### src/rtl/simeck_job_sequencer.sv
// Job-level sequencer for the Simeck round datapath: loads key/data words serially,
// runs ROUNDS round iterations, then returns the captured result over valid/ready.
module simeck_job_sequencer #(
  parameter int unsigned DATAW  = 16,
  parameter int unsigned ROUNDS = 32,
  parameter int unsigned CNTW   = 6
) (
  input  logic                clk,
  input  logic                rst_n,
  input  logic                in_valid,
  output logic                in_ready,
  input  logic                in_mode,
  input  logic [2*DATAW-1:0]  in_data,
  input  logic [4*DATAW-1:0]  in_key,
  input  logic                abort,
  output logic [DATAW-1:0]    key_word,
  output logic [DATAW-1:0]    data_word,
  output logic                kload,
  output logic                dload,
  output logic                lfsr_init,
  output logic                round_en,
  output logic [CNTW-1:0]     round_idx,
  output logic                dp_mode,
  input  logic [2*DATAW-1:0]  dp_result,
  output logic                out_valid,
  input  logic                out_ready,
  output logic [2*DATAW-1:0]  out_data,
  output logic                busy,
  output logic [7:0]          jobs_done
);

  typedef enum logic [2:0] {StIdle, StLoadK, StLoadD, StRun, StCapt, StWait} state_e;

  localparam logic [CNTW-1:0] LastRound = CNTW'(ROUNDS - 1);
  localparam logic [CNTW-1:0] LastKey   = CNTW'(3);
  localparam logic [CNTW-1:0] LastData  = CNTW'(1);

  state_e               state_q, state_d;
  logic [CNTW-1:0]      cnt_q, cnt_d;
  logic                 mode_q, mode_d;
  logic [2*DATAW-1:0]   data_q, data_d;
  logic [4*DATAW-1:0]   key_q, key_d;
  logic                 out_valid_q, out_valid_d;
  logic [2*DATAW-1:0]   out_data_q, out_data_d;
  logic [7:0]           jobs_q, jobs_d;
  logic [DATAW-1:0]     key_w [4];

  for (genvar k = 0; k < 4; k++) begin : g_key_w
    assign key_w[k] = key_q[k*DATAW +: DATAW];
  end

  always_comb begin
    state_d     = state_q;
    cnt_d       = cnt_q;
    mode_d      = mode_q;
    data_d      = data_q;
    key_d       = key_q;
    out_valid_d = out_valid_q;
    out_data_d  = out_data_q;
    jobs_d      = jobs_q;
    unique case (state_q)
      StIdle: begin
        if (in_valid) begin
          mode_d  = in_mode;
          data_d  = in_data;
          key_d   = in_key;
          cnt_d   = '0;
          state_d = StLoadK;
        end
      end
      StLoadK: begin
        cnt_d = cnt_q + 1'b1;
        if (cnt_q == LastKey) begin
          cnt_d   = '0;
          state_d = StLoadD;
        end
      end
      StLoadD: begin
        cnt_d = cnt_q + 1'b1;
        if (cnt_q == LastData) begin
          cnt_d   = '0;
          state_d = StRun;
        end
      end
      StRun: begin
        cnt_d = cnt_q + 1'b1;
        if (cnt_q == LastRound) begin
          cnt_d   = '0;
          state_d = StCapt;
        end
      end
      StCapt: begin
        out_data_d  = dp_result;
        out_valid_d = 1'b1;
        state_d     = StWait;
      end
      StWait: begin
        if (out_ready) begin
          out_valid_d = 1'b0;
          jobs_d      = jobs_q + 8'd1;
          state_d     = StIdle;
        end
      end
      default: state_d = StIdle;
    endcase
    // Abort overrides everything, including a completing handshake in WAIT.
    if (abort && (state_q != StIdle)) begin
      state_d     = StIdle;
      cnt_d       = '0;
      out_valid_d = 1'b0;
      jobs_d      = jobs_q;
    end
  end

  always_ff @(posedge clk or negedge rst_n) begin
    if (!rst_n) begin
      state_q     <= StIdle;
      cnt_q       <= '0;
      mode_q      <= 1'b0;
      data_q      <= '0;
      key_q       <= '0;
      out_valid_q <= 1'b0;
      out_data_q  <= '0;
      jobs_q      <= '0;
    end else begin
      state_q     <= state_d;
      cnt_q       <= cnt_d;
      mode_q      <= mode_d;
      data_q      <= data_d;
      key_q       <= key_d;
      out_valid_q <= out_valid_d;
      out_data_q  <= out_data_d;
      jobs_q      <= jobs_d;
    end
  end

  always_comb begin
    kload     = 1'b0;
    dload     = 1'b0;
    round_en  = 1'b0;
    key_word  = '0;
    data_word = '0;
    round_idx = '0;
    unique case (state_q)
      StLoadK: begin
        kload    = 1'b1;
        key_word = key_w[cnt_q[1:0]];
      end
      StLoadD: begin
        dload     = 1'b1;
        data_word = cnt_q[0] ? data_q[2*DATAW-1:DATAW] : data_q[DATAW-1:0];
      end
      StRun: begin
        round_en  = 1'b1;
        round_idx = cnt_q;
      end
      default: ;
    endcase
  end

  assign lfsr_init = (state_q != StRun);
  assign in_ready  = (state_q == StIdle);
  assign busy      = (state_q != StIdle);
  assign dp_mode   = mode_q;
  assign out_valid = out_valid_q;
  assign out_data  = out_data_q;
  assign jobs_done = jobs_q;

endmodule

### config.mk
export PLATFORM = sky130hd
export DESIGN_NAME = simeck_job_sequencer
export DESIGN_NICKNAME = d
export VERILOG_FILES = /design/src/rtl/simeck_job_sequencer.sv
export SDC_FILE = /design/constraint.sdc
export NUM_CORES = 1
export LEC_CHECK = 0
export BUFFER_PORTS_ARGS = -buffer_cell sky130_fd_sc_hd__buf_2
export CORE_AREA = 2 2 144 111
export DETAILED_ROUTE_END_ITERATION = 6
export DIE_AREA = 0 0 146 113
export GPL_ROUTABILITY_DRIVEN = 0
export GPL_TIMING_DRIVEN = 0
export PLACE_DENSITY = 0.71
export SYNTH_ARGS = -nofsm -noshare
export SYNTH_HDL_FRONTEND = slang
export SYNTH_SLANG_ARGS = --single-unit
### constraint.sdc
create_clock -name clk -period 3.8 [get_ports clk]
set_input_delay 1.14 -clock clk [delete_from_list [all_inputs] [get_ports clk]]
set_output_delay 1.14 -clock clk [all_outputs]
set_load 0.02 [all_outputs]
==> flow_metrics.tcl <==
set metrics [dict create \
    fin_tns_setup_ns 0 \
    outcome "finished clean" \
    ys.flop_type "dfrtp_1" \
    grt_pass1_vias 5077 \
    wl_met2_um 8100 \
    yosysMostFrequentCell "dfrtp_1" \
    synth_top_area_share_pct 55.5 \
    dr.pass1.iters 4 \
    max_freq_mhz 285 \
    fillers 1290 \
    critical_path_class "reg -> out" \
    postSynthCellCount 465 \
    final_max_slew_viol_count 0 \
    drive_gt1_share_pct 59.9 \
    hold_viol_final 0 \
    fin_crit_sh_pct 92.3 \
    tritoncts "yes" \
    p_switching_mw 1.43 \
    drt_iter0_drc 211 \
    worstHoldPathType "reg -> reg" \
    die_w_um 146 \
    cap_violations 0 \
    met1_length_um 6860 \
    drtAntennaViolNets 0 \
    maxUsedRoutingLayer "met4" \
    reg2reg_to "cnt_q[2]" \
    seqPwrFrac_pct 41.1 \
    syn2layout_area_growth_pct 30.0 \
    synth_warnings 0 \
    layout.nets 841 \
    synth_area_leaders "dfrtp_1, mux2_2, mux4_2" \
    cp.required_ns 2.66 \
    h-tree-depth 4 \
    cp_data_arrival_time_ns 2.37 \
    period_minus_slack_ns 3.51 \
    drt-total-wl_um 16100 \
    synth_nets 602 \
    wl_per_cell_um 17.5 \
    hold_start "jobs_done[7]" \
    ff2ff_setup_slack_ns 1.08 \
    worstReg2RegStart "cnt_q[1]" \
    vias 4592 \
    antenna_found_initial 0 \
    finalSetupViolCount 0 \
    postLayoutCoreUtil_pct 57.3 \
    synth_top_area_cell "dfrtp_1" \
    internal-power_mw 3.72 \
    worst_hold_path.num_cells 1 \
    routed_via_density 4.99 \
    avgSynthCellArea_um2 14.3 \
    finalInstanceArea_um2 8620 \
    fin_ws_ns 0.294 \
    dp_hpwl_um 11700 \
    wl_met3_um 881 \
    cts_buffers 17 \
    regArea_um2 3680 \
    seq_area_frac_synth_pct 55.5 \
    grt_pass1_wl_um 26100 \
    cts.sinks 147 \
    io_buffers 219 \
    initial_core_util_pct 44.1 \
    critPathMaxFanout 10 \
    async_flop_share_pct 100 \
    power_frac_clock_pct 33.4 \
    multiInputGateArea_um2 2740 \
    clock_skew_ns 0.0109 \
    cts_max_path_buffers 2 \
    leakagePower_nw 4.23 \
    grt_max_degree 98 \
    ys_seq_elements 147 \
    slew_headroom_pct 49.7 \
    pre_cts_slack_ns 0.584 \
    grtUsageTotal_pct 20.3 \
    clkTransAtPathRegs_ns 0.06 \
    synth.distinct_cells 44 \
    synth_edf_count 0 \
    postPlaceCellArea_um2 8020 \
    dieArea_um2 16500 \
    switching_share_pct 27.7 \
    drc_errors 0 \
    synth.top_cells.by_count "dfrtp_1, mux2_2, nor2_1, nor2b_1, mux2i_1" \
    worstMarginPinSlew_ns 0.754 \
    cts-root-buf "clkbuf_16" \
    pwr-share-comb_pct 25.6 \
    worstSetupEndpointType "output pin" \
    netlist_area_um2 6630 \
    power_mw 5.14 \
    insertion_delay_ns 0.42 \
    grt_setup_unrepaired "no" \
    start_kind "flip-flop" \
    vdd.ir_drop.worst_mv 0.322 \
    num_rows 39 \
    reg2regPathDepth 9 \
    min_to "jobs_done[7]" \
    gr-total-overflow 0 \
    ios 220 \
    core_um2 15000 \
    power_density_nw_per_um2 597 \
    cts_hold_buf 0 \
    dieHeight_um 113 \
    num_antenna_cells 0 \
]
sequential cells by signal (all words and copies together), names as in the netlist:
register / flops
data_q: 32
jobs_done: 8
state_q: 3
out_valid: 1
dp_mode: 1
cnt_q: 6
key_q: 64
out_data: 32
what timing repair did:
action / CTS / global route
resized for setup: 0 / 1
setup endpoints to repair: 0 / 10
buffers inserted: 0 / 0
metal layers:
metal	vias up	GRT usage (%)
li1	2129	-
met1	2316	25.7
met2	127	34.1
met3	20	5.44
met4	0	6.80
met5	-	0
power groups by stage:
stage | Combinational (mW) | Sequential (mW) | Clock [mW]
after global routing | 1.43 | 2.16 | 1.82
after floorplan | 0.937 | 2.11 | 0
final | 1.31 | 2.11 | 1.72
after CTS | 1.34 | 2.11 | 1.75
after global placement | 1.29 | 2.11 | 0
after detailed placement | 1.33 | 2.14 | 0
cells in the final DEF, fill, tap and decap left out, types with 3 or more instances in the layout:
cell type	instances
bufinv_16	3
nand2_1	15
dfrtp_1	147
buf_4	3
inv_1	6
buf_6	5
xor2_1	3
buf_2	231
xnor2_1	4
mux4_2	16
mux2i_1	17
a21oi_1	4
nand2b_1	4
and3_1	6
clkinv_2	3
clkbuf_16	17
clkbuf_8	5
ha_1	3
nor2b_1	19
mux2_2	129
clkbuf_1	6
nor2_1	27
o21ai_0	5
cell type report:
| cell class | count | share of cell area [%] |
|---|---|---|
| Inverter | 6 | 0.261 |
| Sequential cell | 147 | 42.7 |
| Buffer | 28 | 2.25 |
| Clock buffer | 21 | 5.46 |
| Clock inverter | 9 | 1.50 |
| Tap cell | 205 | 2.98 |
| Timing Repair Buffer | 220 | 13.1 |
| Multi-Input combinational cell | 284 | 31.8 |
worst max-delay path, stage by stage (launching register included):
cell,delay [ns]
dfrtp_1,0.37
buf_2,0.33
buf_8,0.23
buf_4,0.24
buf_2,0.31
mux2i_1,0.22
nor2_1,0.05
buf_2,0.18
stage by stage:
stage | cells | hold WS [ns]
after floorplan | 465 | 0.452
after global placement | 889 | 0.454
after detailed placement | 890 | 0.453
after CTS | 920 | 0.465
after global routing | 920 | 0.473
final | 920 | 0.461
worst max-delay path by stage:
stage	start	end	cells after the start	slack [ns]
6_report	cnt_q[0]	data_word[12]	7	0.29
5_1_grt	state_q[1]	data_word[6]	7	0.01
4_1_cts	state_q[2]	data_word[12]	7	0.12
3_5_place_dp	state_q[2]	data_word[12]	7	0.58
3_3_place_gp	rst_n	key_q[10]	1	-0.43
2_1_floorplan	cnt_q[0]	data_word[10]	6	1.03
cell families (layout without fill, tap and decap cells):
kind of cell / count (synthesis) / count (layout) / share of synthesized area, %
adders and majority gates: 3 / 3 / 0.566
buffers and inverters: 34 / 284 / 3.27
AOI/OAI and AO/OA: 20 / 20 / 2.25
xor gates and xnor gates: 7 / 7 / 0.925
and+or+nand+nor: 91 / 91 / 7.42
DFF: 147 / 147 / 55.5
muxes: 163 / 163 / 30.1
(Power assumes the default switching activity.)
